`config.mk`:
```
export PLATFORM = sky130hd
export DESIGN_NAME = reg_exe_stage_flat
export DESIGN_NICKNAME = d
export VERILOG_FILES = /design/src/rtl/pipeline_pkg.sv /design/src/rtl/reg_exe_stage_if.sv /design/src/rtl/reg_exe_stage_detector.sv /design/src/rtl/reg_exe_stage.sv /design/src/flat_wrapper.sv
export SDC_FILE = /design/constraint.sdc
export NUM_CORES = 1
export LEC_CHECK = 0
export ABC_AREA = 1
export BUFFER_PORTS_ARGS = -buffer_cell sky130_fd_sc_hd__buf_2
export CAP_MARGIN = 20
export CELL_PAD_IN_SITES_DETAIL_PLACEMENT = 0
export CELL_PAD_IN_SITES_GLOBAL_PLACEMENT = 1
export CORE_MARGIN = 2
export CORE_UTILIZATION = 35
export CTS_CLUSTER_DIAMETER = 60
export DETAILED_ROUTE_END_ITERATION = 7
export PLACE_DENSITY = 0.93
export SKIP_CTS_REPAIR_TIMING = 1
export SLEW_MARGIN = 10
export SYNTH_ARGS = -nofsm -noshare
export SYNTH_HDL_FRONTEND = slang
export SYNTH_HIERARCHICAL = 1
export SYNTH_SLANG_ARGS = --single-unit
export TNS_END_PERCENT = 20
```
`constraint.sdc`:
```
create_clock -name clk -period 2.5 [get_ports clk]
set_clock_uncertainty 0.2 [all_clocks]
set_input_delay 0.125 -clock clk [delete_from_list [all_inputs] [get_ports clk]]
set_output_delay 0.125 -clock clk [all_outputs]
set_load 0.05 [all_outputs]
```
`src/rtl/pipeline_pkg.sv`:
```
// Shared types for the decode->execute boundary: register index width,
// FSM state encoding and the control bundle carried into Exe.
package pipeline_pkg;

  localparam int REG_W = 4;

  localparam logic [0:0] RUN   = 1'b0;
  localparam logic [0:0] STALL = 1'b1;

  typedef struct packed {
    logic [REG_W-1:0] Ra;
    logic             RE_A;
    logic [REG_W-1:0] Rb;
    logic             RE_B;
    logic [REG_W-1:0] Robj;
    logic             WE;
    logic             mem_WE;
    logic             mem_RE;
  } ctrl_t;

  // A bubble clears every enable, so downstream forwarding sees nothing to match.
  localparam ctrl_t BUBBLE = '0;

endpackage

```
`src/rtl/reg_exe_stage_if.sv`:
```
// Decode->Execute boundary: decoded fields in, registered Exe copies and stall out.
interface reg_exe_stage_if #(
  parameter int DATA_W = 16,
  parameter int OP_W   = 4
);
  import pipeline_pkg::*;

  logic              hold;
  logic              flush;
  logic [REG_W-1:0]  Ra_F_Reg,     Rb_F_Reg,     Robj_F_Reg;
  logic              RE_A_F_Reg,   RE_B_F_Reg,   WE_F_Reg;
  logic              mem_WE_F_Reg, mem_RE_F_Reg;
  logic [OP_W-1:0]   alu_op_F_Reg;
  logic [DATA_W-1:0] dataA_F_Reg,  dataB_F_Reg;

  logic [REG_W-1:0]  Ra_Reg_Exe,     Rb_Reg_Exe,     Robj_Reg_Exe;
  logic              RE_A_Reg_Exe,   RE_B_Reg_Exe,   WE_Reg_Exe;
  logic              mem_WE_Reg_Exe, mem_RE_Reg_Exe;
  logic [OP_W-1:0]   alu_op_Reg_Exe;
  logic [DATA_W-1:0] dataA_Reg_Exe,  dataB_Reg_Exe;
  logic              stall;

  modport master (
    output hold, flush, Ra_F_Reg, Rb_F_Reg, Robj_F_Reg, RE_A_F_Reg, RE_B_F_Reg, WE_F_Reg,
           mem_WE_F_Reg, mem_RE_F_Reg, alu_op_F_Reg, dataA_F_Reg, dataB_F_Reg,
    input  Ra_Reg_Exe, Rb_Reg_Exe, Robj_Reg_Exe, RE_A_Reg_Exe, RE_B_Reg_Exe, WE_Reg_Exe,
           mem_WE_Reg_Exe, mem_RE_Reg_Exe, alu_op_Reg_Exe, dataA_Reg_Exe, dataB_Reg_Exe, stall
  );

  modport slave (
    input  hold, flush, Ra_F_Reg, Rb_F_Reg, Robj_F_Reg, RE_A_F_Reg, RE_B_F_Reg, WE_F_Reg,
           mem_WE_F_Reg, mem_RE_F_Reg, alu_op_F_Reg, dataA_F_Reg, dataB_F_Reg,
    output Ra_Reg_Exe, Rb_Reg_Exe, Robj_Reg_Exe, RE_A_Reg_Exe, RE_B_Reg_Exe, WE_Reg_Exe,
           mem_WE_Reg_Exe, mem_RE_Reg_Exe, alu_op_Reg_Exe, dataA_Reg_Exe, dataB_Reg_Exe, stall
  );

endinterface

```
`src/rtl/reg_exe_stage_detector.sv`:
```
// Load-use hazard comparator plus RUN/STALL FSM; emits stall and the bubble request.
// hold freezes the FSM and asserts stall; flush cancels any pending stall.
module load_use_detector
  import pipeline_pkg::*;
#(
  parameter int LOAD_STALL = 1
) (
  input  logic             clk,
  input  logic             rst,
  input  logic             i_hold,
  input  logic             i_flush,
  input  logic [REG_W-1:0] i_ra,
  input  logic             i_re_a,
  input  logic [REG_W-1:0] i_rb,
  input  logic             i_re_b,
  input  logic [REG_W-1:0] i_exe_robj,
  input  logic             i_exe_we,
  input  logic             i_exe_mem_re,
  output logic             o_stall,
  output logic             o_insert_bubble
);

  localparam logic [1:0] STALL_CNT = 2'(LOAD_STALL - 1);

  logic [0:0] r_state, w_state_nxt;
  logic [1:0] r_cnt,   w_cnt_nxt;
  logic       w_haz;

  assign w_haz = i_exe_mem_re & i_exe_we &
                 ((i_re_a & (i_ra == i_exe_robj)) | (i_re_b & (i_rb == i_exe_robj)));

  // r_cnt is the number of STALL-state cycles still to come, the current one included.
  always_comb begin
    w_state_nxt     = r_state;
    w_cnt_nxt       = r_cnt;
    o_stall         = 1'b0;
    o_insert_bubble = 1'b0;
    if (!rst) begin
      if (i_hold) begin
        o_stall = 1'b1;
      end else if (i_flush) begin
        o_insert_bubble = 1'b1;
        w_state_nxt     = RUN;
        w_cnt_nxt       = 2'd0;
      end else if (r_state == RUN) begin
        if (w_haz) begin
          o_stall         = 1'b1;
          o_insert_bubble = 1'b1;
          w_cnt_nxt       = STALL_CNT;
          w_state_nxt     = (STALL_CNT == 2'd0) ? RUN : STALL;
        end
      end else begin
        o_stall         = 1'b1;
        o_insert_bubble = 1'b1;
        if (r_cnt <= 2'd1) begin
          w_state_nxt = RUN;
          w_cnt_nxt   = 2'd0;
        end else begin
          w_cnt_nxt = r_cnt - 2'd1;
        end
      end
    end
  end

  always_ff @(posedge clk or posedge rst) begin
    if (rst) begin
      r_state <= RUN;
      r_cnt   <= 2'd0;
    end else begin
      r_state <= w_state_nxt;
      r_cnt   <= w_cnt_nxt;
    end
  end

endmodule

```
`src/rtl/reg_exe_stage.sv`:
```
// Decode->Execute pipeline register, 1-cycle latency; stalls decode on load-use hazards.
// Priority per edge: rst > hold (freeze) > flush/hazard (bubble) > capture.
module reg_exe_stage
  import pipeline_pkg::*;
#(
  parameter int DATA_W     = 16,
  parameter int OP_W       = 4,
  parameter int LOAD_STALL = 1
) (
  input logic           clk,
  input logic           rst,
  reg_exe_stage_if.slave bus
);

  ctrl_t             r_ctrl, w_ctrl_in;
  logic [OP_W-1:0]   r_alu_op;
  logic [DATA_W-1:0] r_data_a, r_data_b;
  logic              w_bubble, w_stall;

  assign w_ctrl_in = '{Ra:     bus.Ra_F_Reg,     RE_A:   bus.RE_A_F_Reg,
                       Rb:     bus.Rb_F_Reg,     RE_B:   bus.RE_B_F_Reg,
                       Robj:   bus.Robj_F_Reg,   WE:     bus.WE_F_Reg,
                       mem_WE: bus.mem_WE_F_Reg, mem_RE: bus.mem_RE_F_Reg};

  load_use_detector #(.LOAD_STALL(LOAD_STALL)) u_detector (
    .clk             (clk),
    .rst             (rst),
    .i_hold          (bus.hold),
    .i_flush         (bus.flush),
    .i_ra            (bus.Ra_F_Reg),
    .i_re_a          (bus.RE_A_F_Reg),
    .i_rb            (bus.Rb_F_Reg),
    .i_re_b          (bus.RE_B_F_Reg),
    .i_exe_robj      (r_ctrl.Robj),
    .i_exe_we        (r_ctrl.WE),
    .i_exe_mem_re    (r_ctrl.mem_RE),
    .o_stall         (w_stall),
    .o_insert_bubble (w_bubble)
  );

  always_ff @(posedge clk or posedge rst) begin
    if (rst) begin
      r_ctrl   <= BUBBLE;
      r_alu_op <= '0;
      r_data_a <= '0;
      r_data_b <= '0;
    end else if (!bus.hold) begin
      if (w_bubble) begin
        r_ctrl   <= BUBBLE;
        r_alu_op <= '0;
        r_data_a <= '0;
        r_data_b <= '0;
      end else begin
        r_ctrl   <= w_ctrl_in;
        r_alu_op <= bus.alu_op_F_Reg;
        r_data_a <= bus.dataA_F_Reg;
        r_data_b <= bus.dataB_F_Reg;
      end
    end
  end

  assign bus.Ra_Reg_Exe     = r_ctrl.Ra;
  assign bus.RE_A_Reg_Exe   = r_ctrl.RE_A;
  assign bus.Rb_Reg_Exe     = r_ctrl.Rb;
  assign bus.RE_B_Reg_Exe   = r_ctrl.RE_B;
  assign bus.Robj_Reg_Exe   = r_ctrl.Robj;
  assign bus.WE_Reg_Exe     = r_ctrl.WE;
  assign bus.mem_WE_Reg_Exe = r_ctrl.mem_WE;
  assign bus.mem_RE_Reg_Exe = r_ctrl.mem_RE;
  assign bus.alu_op_Reg_Exe = r_alu_op;
  assign bus.dataA_Reg_Exe  = r_data_a;
  assign bus.dataB_Reg_Exe  = r_data_b;
  assign bus.stall          = w_stall;

endmodule
```
`src/flat_wrapper.sv`:
```
// flat-port wrapper written by rule: the top's interface ports become plain ports
module reg_exe_stage_flat import pipeline_pkg::*;
#(
  parameter int DATA_W     = 16,
  parameter int OP_W       = 4,
  parameter int LOAD_STALL = 1
)
  (clk, rst, bus_hold, bus_flush, bus_Ra_F_Reg, bus_Rb_F_Reg, bus_Robj_F_Reg, bus_RE_A_F_Reg, bus_RE_B_F_Reg, bus_WE_F_Reg, bus_mem_WE_F_Reg, bus_mem_RE_F_Reg, bus_alu_op_F_Reg, bus_dataA_F_Reg, bus_dataB_F_Reg, bus_Ra_Reg_Exe, bus_Rb_Reg_Exe, bus_Robj_Reg_Exe, bus_RE_A_Reg_Exe, bus_RE_B_Reg_Exe, bus_WE_Reg_Exe, bus_mem_WE_Reg_Exe, bus_mem_RE_Reg_Exe, bus_alu_op_Reg_Exe, bus_dataA_Reg_Exe, bus_dataB_Reg_Exe, bus_stall);
  reg_exe_stage_if #(.DATA_W(DATA_W), .OP_W(OP_W)) bus_i ();
  input logic clk;
  input logic rst;
  input wire logic [$bits(bus_i.hold)-1:0] bus_hold;
  input wire logic [$bits(bus_i.flush)-1:0] bus_flush;
  input wire logic [$bits(bus_i.Ra_F_Reg)-1:0] bus_Ra_F_Reg;
  input wire logic [$bits(bus_i.Rb_F_Reg)-1:0] bus_Rb_F_Reg;
  input wire logic [$bits(bus_i.Robj_F_Reg)-1:0] bus_Robj_F_Reg;
  input wire logic [$bits(bus_i.RE_A_F_Reg)-1:0] bus_RE_A_F_Reg;
  input wire logic [$bits(bus_i.RE_B_F_Reg)-1:0] bus_RE_B_F_Reg;
  input wire logic [$bits(bus_i.WE_F_Reg)-1:0] bus_WE_F_Reg;
  input wire logic [$bits(bus_i.mem_WE_F_Reg)-1:0] bus_mem_WE_F_Reg;
  input wire logic [$bits(bus_i.mem_RE_F_Reg)-1:0] bus_mem_RE_F_Reg;
  input wire logic [$bits(bus_i.alu_op_F_Reg)-1:0] bus_alu_op_F_Reg;
  input wire logic [$bits(bus_i.dataA_F_Reg)-1:0] bus_dataA_F_Reg;
  input wire logic [$bits(bus_i.dataB_F_Reg)-1:0] bus_dataB_F_Reg;
  output wire logic [$bits(bus_i.Ra_Reg_Exe)-1:0] bus_Ra_Reg_Exe;
  output wire logic [$bits(bus_i.Rb_Reg_Exe)-1:0] bus_Rb_Reg_Exe;
  output wire logic [$bits(bus_i.Robj_Reg_Exe)-1:0] bus_Robj_Reg_Exe;
  output wire logic [$bits(bus_i.RE_A_Reg_Exe)-1:0] bus_RE_A_Reg_Exe;
  output wire logic [$bits(bus_i.RE_B_Reg_Exe)-1:0] bus_RE_B_Reg_Exe;
  output wire logic [$bits(bus_i.WE_Reg_Exe)-1:0] bus_WE_Reg_Exe;
  output wire logic [$bits(bus_i.mem_WE_Reg_Exe)-1:0] bus_mem_WE_Reg_Exe;
  output wire logic [$bits(bus_i.mem_RE_Reg_Exe)-1:0] bus_mem_RE_Reg_Exe;
  output wire logic [$bits(bus_i.alu_op_Reg_Exe)-1:0] bus_alu_op_Reg_Exe;
  output wire logic [$bits(bus_i.dataA_Reg_Exe)-1:0] bus_dataA_Reg_Exe;
  output wire logic [$bits(bus_i.dataB_Reg_Exe)-1:0] bus_dataB_Reg_Exe;
  output wire logic [$bits(bus_i.stall)-1:0] bus_stall;
  assign bus_i.hold = bus_hold;
  assign bus_i.flush = bus_flush;
  assign bus_i.Ra_F_Reg = bus_Ra_F_Reg;
  assign bus_i.Rb_F_Reg = bus_Rb_F_Reg;
  assign bus_i.Robj_F_Reg = bus_Robj_F_Reg;
  assign bus_i.RE_A_F_Reg = bus_RE_A_F_Reg;
  assign bus_i.RE_B_F_Reg = bus_RE_B_F_Reg;
  assign bus_i.WE_F_Reg = bus_WE_F_Reg;
  assign bus_i.mem_WE_F_Reg = bus_mem_WE_F_Reg;
  assign bus_i.mem_RE_F_Reg = bus_mem_RE_F_Reg;
  assign bus_i.alu_op_F_Reg = bus_alu_op_F_Reg;
  assign bus_i.dataA_F_Reg = bus_dataA_F_Reg;
  assign bus_i.dataB_F_Reg = bus_dataB_F_Reg;
  assign bus_Ra_Reg_Exe = bus_i.Ra_Reg_Exe;
  assign bus_Rb_Reg_Exe = bus_i.Rb_Reg_Exe;
  assign bus_Robj_Reg_Exe = bus_i.Robj_Reg_Exe;
  assign bus_RE_A_Reg_Exe = bus_i.RE_A_Reg_Exe;
  assign bus_RE_B_Reg_Exe = bus_i.RE_B_Reg_Exe;
  assign bus_WE_Reg_Exe = bus_i.WE_Reg_Exe;
  assign bus_mem_WE_Reg_Exe = bus_i.mem_WE_Reg_Exe;
  assign bus_mem_RE_Reg_Exe = bus_i.mem_RE_Reg_Exe;
  assign bus_alu_op_Reg_Exe = bus_i.alu_op_Reg_Exe;
  assign bus_dataA_Reg_Exe = bus_i.dataA_Reg_Exe;
  assign bus_dataB_Reg_Exe = bus_i.dataB_Reg_Exe;
  assign bus_stall = bus_i.stall;
  reg_exe_stage #(.DATA_W(DATA_W), .OP_W(OP_W), .LOAD_STALL(LOAD_STALL)) u_core (.clk(clk), .rst(rst), .bus(bus_i));
endmodule
```
==> reports/results.tsv <==
stage	metric	value	unit
critical_path	crit_top_cell	nand2_1	
routing	drc	0	
yosys	synthTopCellsByArea	dfrtp_1 59%, nand2_1 29%, inv_1 2.4%, buf_4 1.6%, nor2_1 1.6%	
power_and_ir_drop	p_seq_frac	0.462	
die	core	0.00642	mm^2
layout	n_antenna_cell	0	
placement	portBuffers	110	
critical_path	start_kind	input port	
clocking	ctsHtreeMaxLevel	2	
global_routing	antenna_found_initial	0	
clocking	cts_num_sinks	56	
critical_path	worst-setup-path-type	in2reg	
critical_path	worst_r2r_path_depth	13	
routing	wl_per_cell	12.1	um
timing	fin_crit_sh	0.884	
yosys	synth_area_leader_cell	dfrtp_1	
layout	seqCellArea	0.00140	mm^2
timing	slew_viol_final	0	
yosys	syn_area	0.00236	mm^2
critical_path	critPathSlowestCell	nor2_8	
yosys	netlist_instances	289	
power_and_ir_drop	switchingPower	816	uW
routing	via_count	2370	
power_and_ir_drop	cellPowerDensity	628	mW/mm^2
routing	drt-initial-drc-count	97	
critical_path	reg2reg_from	u_core/bus.Robj_Reg_Exe[2]	
worst_hold_path	hp-start	bus_flush	
timing	slew_headroom	0.544	
yosys	synth_edf_count	0	
yosys	syn-num-nets	346	
timing	tns	0	ns
critical_path	cp_max_fo	53	
yosys	syn_area_per_cell	8.17	um^2
power_and_ir_drop	p_sw_frac	0.362	
placement	detailed_place.area	0.00295	mm^2
global_routing	grt_pass1_vias	2019	
layout	nFillCells	594	
worst_hold_path	min_delay_path_depth	4	
yosys	synthFlopType	dfrtp_1	
yosys	ys_seq_area_frac	0.594	
yosys	yosys.cell_count.top_type	nand2_1	
clocking	numCtsBuffers	5	
routing	postRouteAntennaNets	0	
yosys	synthArstFlopShare	1.00	
critical_path	worst_setup_path_end_kind	register	
critical_path	cp_data_required_time	2.54	ns
routing	detail_route.vias_per_cell	4.49	
die	fp.dieW	86.1	um
yosys	synth_seq_cells	56	
global_routing	met2_usage	0.254	
routing	firstDrtPassIters	4	
timing	fin_crit	2.21	ns
die	rows	29	
die	start_util	0.368	
outcome	status	finished clean	
global_routing	grt_pass1_wl	8850	um
power_and_ir_drop	internal-power	1440	uW
global_routing	grt.overflow.total	0	
critical_path	arrival	2.25	ns
critical_path	cp_slowest_stage_delay	0.54	ns
timing	clock.fmax	0.453	GHz
yosys	yosysTopAreaCellShare	0.594	
global_routing	busiest_layer	met2	
flow_run	max-cap-violations	0	
timing	finalSetupViolCount	0	
global_routing	grtUsageMet1	0.187	
clocking	clock-root-buffer	clkbuf_8	
clocking	clk_latency	0.30	ns
yosys	yosysUniqueCellTypes	16	
worst_hold_path	worst_hold_path_type	in2reg	
clocking	clk_pin_slew_worst_paths	0.09	ns
power_and_ir_drop	p_leak	0.00210	uW
power_and_ir_drop	ir_drop	282	uV
layout	nets	508	
power_and_ir_drop	combPwrFrac	0.306	
layout	layout-drive-gt1-share	0.284	
placement	hpwl	3790	um
critical_path	worstSetupStartpoint	bus_Rb_F_Reg[2]	
clocking	cts_buffer_depth	2	
timing	worst_pin_slew	0.684	ns
timing	rsz0062_at_grt	false	
routing	wirelength	6410	um
die	die_h	86.1	um
die	die-area	0.00742	mm^2
yosys	synthTopCellsByCount	180 x nand2_1, 56 x dfrtp_1, 15 x inv_1	
layout	multi_input_area	827	um^2
critical_path	worstPathCellList	dlygate4sd3_1 > buf_2 > nand2_1 > inv_1 > nor2_1 > nor2_1 > nand3_1 > nand2_1 > nand2_2 > nand2_2 > nand2_2 > inv_1 > nor2_8 > nand2_1 > nand2_1	
global_routing	grt_util_all_layers	0.149	
power_and_ir_drop	finalPower	2250	uW
placement	place_congestion	0.743	
power_and_ir_drop	power.share.clock	0.232	
yosys	ys_warn_count	6	
clocking	cts_tree	yes	
die	io_pins	111	
global_routing	met3_usage	0.0404	
global_routing	grt_max_degree	55	
layout	syn_to_final_growth	51.9	%
layout	finalInstanceArea	0.00359	mm^2
timing	hold_viol	0	
-- flip-flops by register name, indices dropped and copies added (netlist names) --
| register | flops |
|---|---|
| u_core/u_detector/r_cnt | 2 |
| u_core/bus.alu_op_Reg_Exe | 4 |
| u_core/bus.mem_WE_Reg_Exe | 1 |
| u_core/bus.Rb_Reg_Exe | 4 |
| u_core/bus.dataB_Reg_Exe | 16 |
| u_core/bus.RE_A_Reg_Exe | 1 |
| u_core/bus.mem_RE_Reg_Exe | 1 |
| u_core/bus.WE_Reg_Exe | 1 |
| u_core/bus.RE_B_Reg_Exe | 1 |
| u_core/u_detector/r_state | 1 |
| u_core/bus.Robj_Reg_Exe | 4 |
| u_core/bus.dataA_Reg_Exe | 16 |
| u_core/bus.Ra_Reg_Exe | 4 |
-- cell type report --
type	instances	area share
inverters	16	0.0167
well taps	77	0.0269
repair buffers	166	0.308
multi-input cells	206	0.231
flip-flops and latches	56	0.391
clock buffers	7	0.0269
-- cell families after synthesis --
logic type	synth area share
simple gates	0.337
xor+xnor	0.00742
buf+inv	0.0562
flops	0.594
compound gates	0.00583
-- layout by cell type, fill, tap and decap left out --
cell           netlist  layout
nand2_1            180     180
buf_2                4     110
dfrtp_1             56      56
dlygate4sd3_1        0      54
inv_1               15      14
nor2_1              10      10
clkbuf_8             0       7
nand3_1              5       5
nand2_2              4       4
buf_4                5       2
xnor2_1              2       2
nor2_2               2       2
nor2_8               1       1
inv_2                0       1
clkinv_1             1       1
a21oi_2              1       1
o21ai_1              1       1
-- through the flow --
| step | worst slack, ns | hold WS, ns | std cells | utilization |
|---|---|---|---|---|
| floorplan | 0.441 | -0.321 | 289 | - |
| global placement | 0.422 | -0.152 | 467 | 0.459 |
| detailed placement | 0.365 | -0.148 | 467 | 0.459 |
| CTS | 0.346 | -0.483 | 474 | 0.474 |
| global route | 0.113 | 0.00559 | 528 | 0.559 |
| finish | 0.291 | 0.00168 | 528 | 0.559 |
-- power by group through the flow --
| stage | sequential, uW | clock, uW | combinational [uW] |
|---|---|---|---|
| 2_1_floorplan | 1360 | 0 | 152 |
| 3_3_place_gp | 1050 | 0 | 619 |
| 3_5_place_dp | 1060 | 0 | 625 |
| 4_1_cts | 1040 | 553 | 625 |
| 5_1_grt | 1050 | 573 | 736 |
| 6_report | 1040 | 522 | 690 |
-- worst max-delay path: cells and delay by family --
kind                   cells  cell delay (ns)
buffers and inverters      4             0.80
and+or+nand+nor           11             1.32
-- worst paths after layout --
kind,to,slack [ns]
min in group asynchronous,u_core/u_detector/r_state,0.10
max in group asynchronous,u_core/bus.Rb_Reg_Exe[2],1.23
hold / removal,u_core/u_detector/r_state,0.002
hold reg to reg,u_core/bus.dataA_Reg_Exe[7],0.28
setup / recovery,u_core/bus.alu_op_Reg_Exe[1],0.29
setup reg to reg,u_core/bus.alu_op_Reg_Exe[1],0.35
-- metal layers --
layer / routed length (um) / vias up
met5: 0 / -
met3: 387 / 11
li1: - / 1175
met1: 2750 / 1096
met2: 3180 / 88
met4: 93 / 0
Note: power is estimated with default switching activity, not from simulation.
